<file path="src/rtl/reg_file_sb_if.sv">
// Read/write/reserve bus of the scoreboarded register file.
// master drives addresses, data and strobes; slave returns data and busy flags.
interface reg_file_sb_if #(
    parameter int WIDTH = 16,
    parameter int AW    = 4
);
    logic [AW-1:0]    Aaddr;
    logic [AW-1:0]    Baddr;
    logic [AW-1:0]    Caddr;
    logic [AW-1:0]    Rsvaddr;
    logic [WIDTH-1:0] A;
    logic [WIDTH-1:0] B;
    logic [WIDTH-1:0] C;
    logic             Load;
    logic             Rsv;
    logic             Flush;
    logic             Abusy;
    logic             Bbusy;

    modport master (
        output Aaddr, Baddr, Caddr, Rsvaddr, C, Load, Rsv, Flush,
        input  A, B, Abusy, Bbusy
    );

    modport slave (
        input  Aaddr, Baddr, Caddr, Rsvaddr, C, Load, Rsv, Flush,
        output A, B, Abusy, Bbusy
    );
endinterface

</file>
<file path="src/rtl/reg_file_sb.sv">
// Two-read/one-write register file with write bypass, optional zero
// register, optional registered reads and a per-register pending scoreboard.
module reg_file_sb #(
    parameter int WIDTH   = 16,
    parameter int DEPTH   = 16,
    parameter int AW      = 4,
    parameter bit ZERO_R0 = 1'b1,
    parameter bit READ_REG = 1'b0
) (
    input  logic          clk,
    input  logic          Clear_n,
    reg_file_sb_if.slave  bus
);
    logic [WIDTH-1:0] mem [DEPTH];
    logic [DEPTH-1:0] pend;
    logic [DEPTH-1:0] pend_n;
    logic [WIDTH-1:0] a_val;
    logic [WIDTH-1:0] b_val;
    logic             c_wr;

    assign c_wr = bus.Load && !(ZERO_R0 && bus.Caddr == '0);

    always_comb begin
        a_val = mem[bus.Aaddr];
        b_val = mem[bus.Baddr];
        if (c_wr && bus.Caddr == bus.Aaddr) a_val = bus.C;
        if (c_wr && bus.Caddr == bus.Baddr) b_val = bus.C;
        if (ZERO_R0 && bus.Aaddr == '0) a_val = '0;
        if (ZERO_R0 && bus.Baddr == '0) b_val = '0;
    end

    // Reserve is applied last so a new producer wins over flush and writeback.
    always_comb begin
        pend_n = bus.Flush ? '0 : pend;
        if (bus.Load) pend_n[bus.Caddr] = 1'b0;
        if (bus.Rsv) pend_n[bus.Rsvaddr] = 1'b1;
        if (ZERO_R0) pend_n[0] = 1'b0;
    end

    always_ff @(posedge clk or negedge Clear_n) begin
        if (!Clear_n) begin
            for (int i = 0; i < DEPTH; i++) mem[i] <= '0;
            pend <= '0;
        end else begin
            if (c_wr) mem[bus.Caddr] <= bus.C;
            pend <= pend_n;
        end
    end

    assign bus.Abusy = pend[bus.Aaddr] &
                       ~(bus.Load & (bus.Caddr == bus.Aaddr));
    assign bus.Bbusy = pend[bus.Baddr] &
                       ~(bus.Load & (bus.Caddr == bus.Baddr));

    generate
        if (READ_REG) begin : g_rreg
            logic [WIDTH-1:0] a_q;
            logic [WIDTH-1:0] b_q;

            always_ff @(posedge clk or negedge Clear_n) begin
                if (!Clear_n) begin
                    a_q <= '0;
                    b_q <= '0;
                end else begin
                    a_q <= a_val;
                    b_q <= b_val;
                end
            end

            assign bus.A = a_q;
            assign bus.B = b_q;
        end else begin : g_comb
            // Outputs are held at zero while reset is asserted.
            assign bus.A = Clear_n ? a_val : '0;
            assign bus.B = Clear_n ? b_val : '0;
        end
    endgenerate
endmodule

</file>
<file path="src/flat_wrapper.sv">
// flat-port wrapper written by rule: the top's interface ports become plain ports
module reg_file_sb_flat 
#(
    parameter int WIDTH   = 16,
    parameter int DEPTH   = 16,
    parameter int AW      = 4,
    parameter bit ZERO_R0 = 1'b1,
    parameter bit READ_REG = 1'b0
)
  (clk, Clear_n, bus_Aaddr, bus_Baddr, bus_Caddr, bus_Rsvaddr, bus_C, bus_Load, bus_Rsv, bus_Flush, bus_A, bus_B, bus_Abusy, bus_Bbusy);
  reg_file_sb_if #(.WIDTH(WIDTH), .AW(AW)) bus_i ();
  input  logic clk;
  input  logic Clear_n;
  input wire logic [$bits(bus_i.Aaddr)-1:0] bus_Aaddr;
  input wire logic [$bits(bus_i.Baddr)-1:0] bus_Baddr;
  input wire logic [$bits(bus_i.Caddr)-1:0] bus_Caddr;
  input wire logic [$bits(bus_i.Rsvaddr)-1:0] bus_Rsvaddr;
  input wire logic [$bits(bus_i.C)-1:0] bus_C;
  input wire logic [$bits(bus_i.Load)-1:0] bus_Load;
  input wire logic [$bits(bus_i.Rsv)-1:0] bus_Rsv;
  input wire logic [$bits(bus_i.Flush)-1:0] bus_Flush;
  output wire logic [$bits(bus_i.A)-1:0] bus_A;
  output wire logic [$bits(bus_i.B)-1:0] bus_B;
  output wire logic [$bits(bus_i.Abusy)-1:0] bus_Abusy;
  output wire logic [$bits(bus_i.Bbusy)-1:0] bus_Bbusy;
  assign bus_i.Aaddr = bus_Aaddr;
  assign bus_i.Baddr = bus_Baddr;
  assign bus_i.Caddr = bus_Caddr;
  assign bus_i.Rsvaddr = bus_Rsvaddr;
  assign bus_i.C = bus_C;
  assign bus_i.Load = bus_Load;
  assign bus_i.Rsv = bus_Rsv;
  assign bus_i.Flush = bus_Flush;
  assign bus_A = bus_i.A;
  assign bus_B = bus_i.B;
  assign bus_Abusy = bus_i.Abusy;
  assign bus_Bbusy = bus_i.Bbusy;
  reg_file_sb #(.WIDTH(WIDTH), .DEPTH(DEPTH), .AW(AW), .ZERO_R0(ZERO_R0), .READ_REG(READ_REG)) u_core (.clk(clk), .Clear_n(Clear_n), .bus(bus_i));
endmodule
</file>
<file path="config.mk">
export PLATFORM = sky130hd
export DESIGN_NAME = reg_file_sb_flat
export DESIGN_NICKNAME = d
export VERILOG_FILES = /design/src/rtl/reg_file_sb_if.sv /design/src/rtl/reg_file_sb.sv /design/src/flat_wrapper.sv
export SDC_FILE = /design/constraint.sdc
export NUM_CORES = 1
export LEC_CHECK = 0
export ABC_AREA = 1
export CORE_MARGIN = 2
export CORE_UTILIZATION = 40
export DETAILED_ROUTE_END_ITERATION = 7
export PLACE_DENSITY = 0.69
export SLEW_MARGIN = 20
export SYNTH_ARGS = -nofsm -noshare
export SYNTH_HDL_FRONTEND = slang
export SYNTH_SLANG_ARGS = --single-unit
</file>
<file path="constraint.sdc">
create_clock -name clk -period 2.3 [get_ports clk]
set_input_delay 0.23 -clock clk [delete_from_list [all_inputs] [get_ports clk]]
set_output_delay 0.23 -clock clk [all_outputs]
set_load 0.005 [all_outputs]
</file>
After elaboration in Yosys (flattened, before gate mapping):

Index checks and enable logic that the tools add are counted.

* bits in registers: 271
* output and inout port bits: 34
* logic and storage cells: 77

* $lt $le $gt $ge: 10
* equal/unequal tests: 2
* muxes and demuxes: 26
* bitwise gates (word level): 12
* reduce and logical (&&, ||, !) cells: 10

Operator list (count)
* $bwmux 256: 1
* $mux 16: 14
* $bmux 16 s4: 2
* $demux 16 s4: 1
* $lt 4x5->1 const B: 4
* $and 16x16->16: 1
* $not 16->16: 1
* $or 16x16->16: 1
* $ge 5x5->1 const B: 3
* $not 4->5: 3
* $logic_not 4->1: 3
* $bmux 1 s4: 2
* $demux 1 s4: 2
* $eq 4x4->1: 2
* $ge 4x1->1 const B: 2
* $logic_and 1x1->1: 6
* $lt 5x1->1 const B: 1
* $and 1x1->1: 4
* $mux 1: 4
* $not 1->1: 2
* $logic_not 1->1: 1

Longest topological paths before layout:

* depth after elaboration: 9
* mapped depth: 10
* mapped depth without buffers: 9

Worst setup path before layout:

Ideal clock, no wire load.

* path type: input to output
* from: input bus_Baddr[1]
* to: output bus_B[5]
* data arrival time: 1.258 ns
* required time: 2.070 ns
* path slack: 0.812 ns
* stages: 9
* path through: buf_2 > buf_2 > clkbuf_1 > nand3_1 > nand2_1 > nand2_1 > nand3_1 > nor2_1 > nor2_1

* longest elaborated chain between the ends: 7
* elaborated cells between the ends (all ways): 10

RTL lines
* start: declaration: line flat_wrapper.sv:15 `input wire logic [$bits(bus_i.Baddr)-1:0] bus_Baddr;`
* $not 4->5 (not written as such): line reg_file_sb.sv:25 `b_val = mem[bus.Baddr];`
* $bmux 16 s4: line reg_file_sb.sv:25
* $mux 16 (not written as such) (2 in a row): line reg_file_sb.sv:25
* $mux 16: line reg_file_sb.sv:27 `if (c_wr && bus.Caddr == bus.Baddr) b_val = bus.C;`
* $mux 16 (*): line reg_file_sb.sv:29 `if (ZERO_R0 && bus.Baddr == '0) b_val = '0;`
* $mux 16 (*): line reg_file_sb.sv:75 `assign bus.B = Clear_n ? b_val : '0;`
* end: declaration: line flat_wrapper.sv:23 `output wire logic [$bits(bus_i.B)-1:0] bus_B;`

Every way passes the cells marked *; elsewhere a longest branch is shown, timed or not. The select of a mux whose other input is x is not followed.

Worst setup path after layout:

* from: input bus_Aaddr[3]
* to: output bus_A[8]

* longest elaborated chain between the ends: 7
* elaborated cells between the ends (all ways): 10

RTL lines
* start: declaration: line flat_wrapper.sv:14 `input wire logic [$bits(bus_i.Aaddr)-1:0] bus_Aaddr;`
* $not 4->5 (not written as such): line reg_file_sb.sv:24 `a_val = mem[bus.Aaddr];`
* $bmux 16 s4: line reg_file_sb.sv:24
* $mux 16 (not written as such) (2 in a row): line reg_file_sb.sv:24
* $mux 16: line reg_file_sb.sv:26 `if (c_wr && bus.Caddr == bus.Aaddr) a_val = bus.C;`
* $mux 16 (*): line reg_file_sb.sv:28 `if (ZERO_R0 && bus.Aaddr == '0) a_val = '0;`
* $mux 16 (*): line reg_file_sb.sv:74 `assign bus.A = Clear_n ? a_val : '0;`
* end: declaration: line flat_wrapper.sv:22 `output wire logic [$bits(bus_i.A)-1:0] bus_A;`

Marked as above.

==> flow_summary_export.csv <==
group,metric,value,unit
outcome,status,"complete, no violations",
final_layout,final_util,47.8,%
global_routing,met1_usage,38.7,%
floorplanning,rows,74,
final_layout,nNetsFinal,2655,
logic_synthesis,synthFlopType,"dfrtp_1",
route,ant_nets,0,
logic_synthesis,yosys-top-cells-count,"nand2_1 (1016), nand3_1 (348), inv_1 (291)",
sta,setup_viol,0,
power,p_per_area,762,nW/um^2
clock_tree,cts.clk_slew.worst_paths,0.06,ns
worst_setup_path,crit_arrival,2.06,ns
floorplanning,core_area,40600,um^2
floorplanning,die_area,42600,um^2
final_layout,syn_to_final_growth,18.4,%
logic_synthesis,syn_inst,2582,
worst_setup_path,cp-start-kind,"input pin",
power,power.total,14.8,mW
clock_tree,htree_levels,1,
floorplanning,die_width,206,um
global_routing,grtUsageTotal,28.2,%
route,drt_iter0_drc,2194,
worst_setup_path,path_cells,"clkdlybuf4s50_1 -> buf_6 -> inv_1 -> nand2_1 -> nand2_1 -> nor2_4 -> nand3_4 -> buf_12 -> nand3_1 -> nor2_1 -> nor2_1 -> dlygate4sd2_1",
placement,dp.cells,3112,
clock_tree,cts_root_buffer,"clkbuf_16",
route,vias_per_cell,5.42,
placement,place_area,18300,um^2
logic_synthesis,yosysWarnings,0,
clock_tree,cts_buffers,30,
placement,pre_cts_slack,-0.493,ns
logic_synthesis,yosysUniqueCellTypes,23,
worst_setup_path,worst_path_max_delay_cell,"clkdlybuf4s50_1",
global_routing,grt_pass1_wl,91800,um
logic_synthesis,netlist_top_cells_area,"dfrtp_1 (41%), nand2_1 (23%), nand3_1 (11%), o21ai_0 (8.5%), inv_1 (6.7%)",
final_layout,finalNonFillerCells,3175,
logic_synthesis,synth_top_area_share,41.4,%
placement,portBuffers,70,
worst_setup_path,cpPeakStageDelay,0.48,ns
final_layout,drive_gt1_share,8.89,%
worst_setup_path,path_delay_family,"buffers and inverters",
logic_synthesis,yosysMostFrequentCell,"nand2_1",
clock_tree,ctsLongestPathBuffers,3,
sta,clock_skew,0,ns
logic_synthesis,synth_top_cell_by_area,"dfrtp_1",
route,routedWlPerCell,19.0,um
route,routed-via-count,17196,
sta,tns,0,ns
sta,fin_crit_sh,99.5,%
placement,place_congestion,1.08,
global_routing,grt_remaining_overflow,0,
sta,worst_pin_slew,1.09,ns
sta,rsz0062_at_grt,"yes",
global_routing,grt_pass1_vias,15807,
placement,hpwl,42200,um
clock_tree,cts.sinks,271,
power,p_leak,10.4,nW
global_routing,use_met3,6.26,%
sta,clock.fmax,437,MHz
sta,drv_slew,0,
route,wl,60400,um
logic_synthesis,syn_nets,2619,
sta,hold_violations,0,
logic_synthesis,ys_ff_latch,271,
logic_synthesis,ys_async_sr_fraction,100,%
floorplanning,start_util,40.3,%
sta,timing.hold.ws,0.276,ns
power,vdd_ir_drop_max,0.551,mV
worst_setup_path,path_max_fanout,8,
sta,fin_ws,0.0119,ns
final_layout,fin_area,19400,um^2
worst_setup_path,cp_data_required_time,2.07,ns
global_routing,gr-usage-met2,42.3,%
global_routing,top_usage_layer,"met2",
logic_synthesis,synth.cell_area,16400,um^2
clock_tree,cts_tree,"done",
global_routing,antenna_found_initial,1,
min_path,min_path_type,"input pin to asynchronous set/reset pin",
sta,period_needed,2.29,ns
worst_setup_path,worst-path-buf-inv,5,
floorplanning,die_y,206,um
logic_synthesis,yosysSeqAreaShare,41.4,%
route,dr.pass1.iters,7,
worst_setup_path,critPathKind,"input pin to primary output",
route,route.detailed.drc,0,
sta,slew_headroom,27.6,%
global_routing,grt_max_degree,167,
logic_synthesis,syn_area_per_cell,6.35,um^2
floorplanning,io_pins,71,
final_layout,fillerInstances,4045,
logic_synthesis,synth_edf_count,0,
worst_setup_path,crit_path_end_kind,"primary output",
clock_tree,clock_latency,0.58,ns
job,max-cap-violations,0,
area by class of cell:
class,count,area (um^2),area share [%]
clock buffers,44,873,4.50
clock inverters,12,109,0.561
inverters,298,1120,5.79
multi-input cells,1825,7870,40.6
repair buffers,192,1980,10.2
diodes,1,2.50,0.0129
well taps,532,666,3.43
flip-flops and latches,271,6780,34.9
tightest hold or removal path: cells and delay by family:
family	cells	cell delay, ns
buffers and inverters	3	1.15
worst paths after layout:
kind,startpoint,to,slack (ns),cells past startpoint
min in group clk,bus_Rsvaddr[3],u_core.pend[9]$_DFF_PN0_,0.34,3
worst max-delay path,bus_Aaddr[3],bus_A[8],0.01,12
worst min register to register,u_core.mem[247]$_DFFE_PN0P_,u_core.mem[247]$_DFFE_PN0P_,0.37,0
worst max register to register,u_core.pend[8]$_DFF_PN0_,u_core.pend[8]$_DFF_PN0_,1.42,3
max in group asynchronous,Clear_n,u_core.mem[171]$_DFFE_PN0P_,0.74,4
worst min-delay path,Clear_n,u_core.mem[51]$_DFFE_PN0P_,0.28,3
kinds of logic (layout without fill, tap and decap cells):
family	Yosys count	count (layout)	synth area share [%]
buffers and inverters	486	546	11.5
other	0	1	0
AO/OA/AOI/OAI	305	305	9.42
AND/OR/NAND/NOR	1519	1519	37.7
XOR/XNOR	1	1	0.0534
flip-flops	271	271	41.4
power by group:
part | internal, mW | switching (mW)
registers | 5.65 | 0.467
logic | 1.33 | 2.53
clock network | 2.74 | 2.07
metal layers:
metal,vias up,part of all wire (%)
li1,8071,-
met1,7939,40
met2,1000,43
met3,186,12
met4,0,4.7
met5,-,0
registers in the layout, indices dropped and copies added (netlist names):
| name | flops |
|---|---|
| u_core.mem | 256 |
| u_core.pend | 15 |
timing repair:
action,CTS,global route
setup buffers,1,1
endpoints found under the hold margin,215,0
cloned,0,3
hold buffers,1,0
gates resized for setup,66,42
pin swaps,3,2
setup endpoints to repair,34,17
placed cells by master (no fill, tap or decap), types with 5 or more instances in the layout:
| master | count |
|---|---|
| a21oi_1 | 6 |
| nor2_1 | 132 |
| dfrtp_1 | 271 |
| clkdlybuf4s50_1 | 24 |
| nand2_1 | 993 |
| clkinv_2 | 5 |
| o21ai_0 | 266 |
| buf_12 | 31 |
| buf_4 | 88 |
| clkbuf_1 | 7 |
| o21ai_1 | 27 |
| clkbuf_16 | 32 |
| clkbuf_8 | 7 |
| inv_1 | 290 |
| clkinvlp_4 | 5 |
| inv_2 | 6 |
| dlygate4sd2_1 | 34 |
| nand3_1 | 346 |
| nor2_2 | 14 |
| nand2_2 | 23 |
No activity file was read; power rests on OpenSTA's default activity.
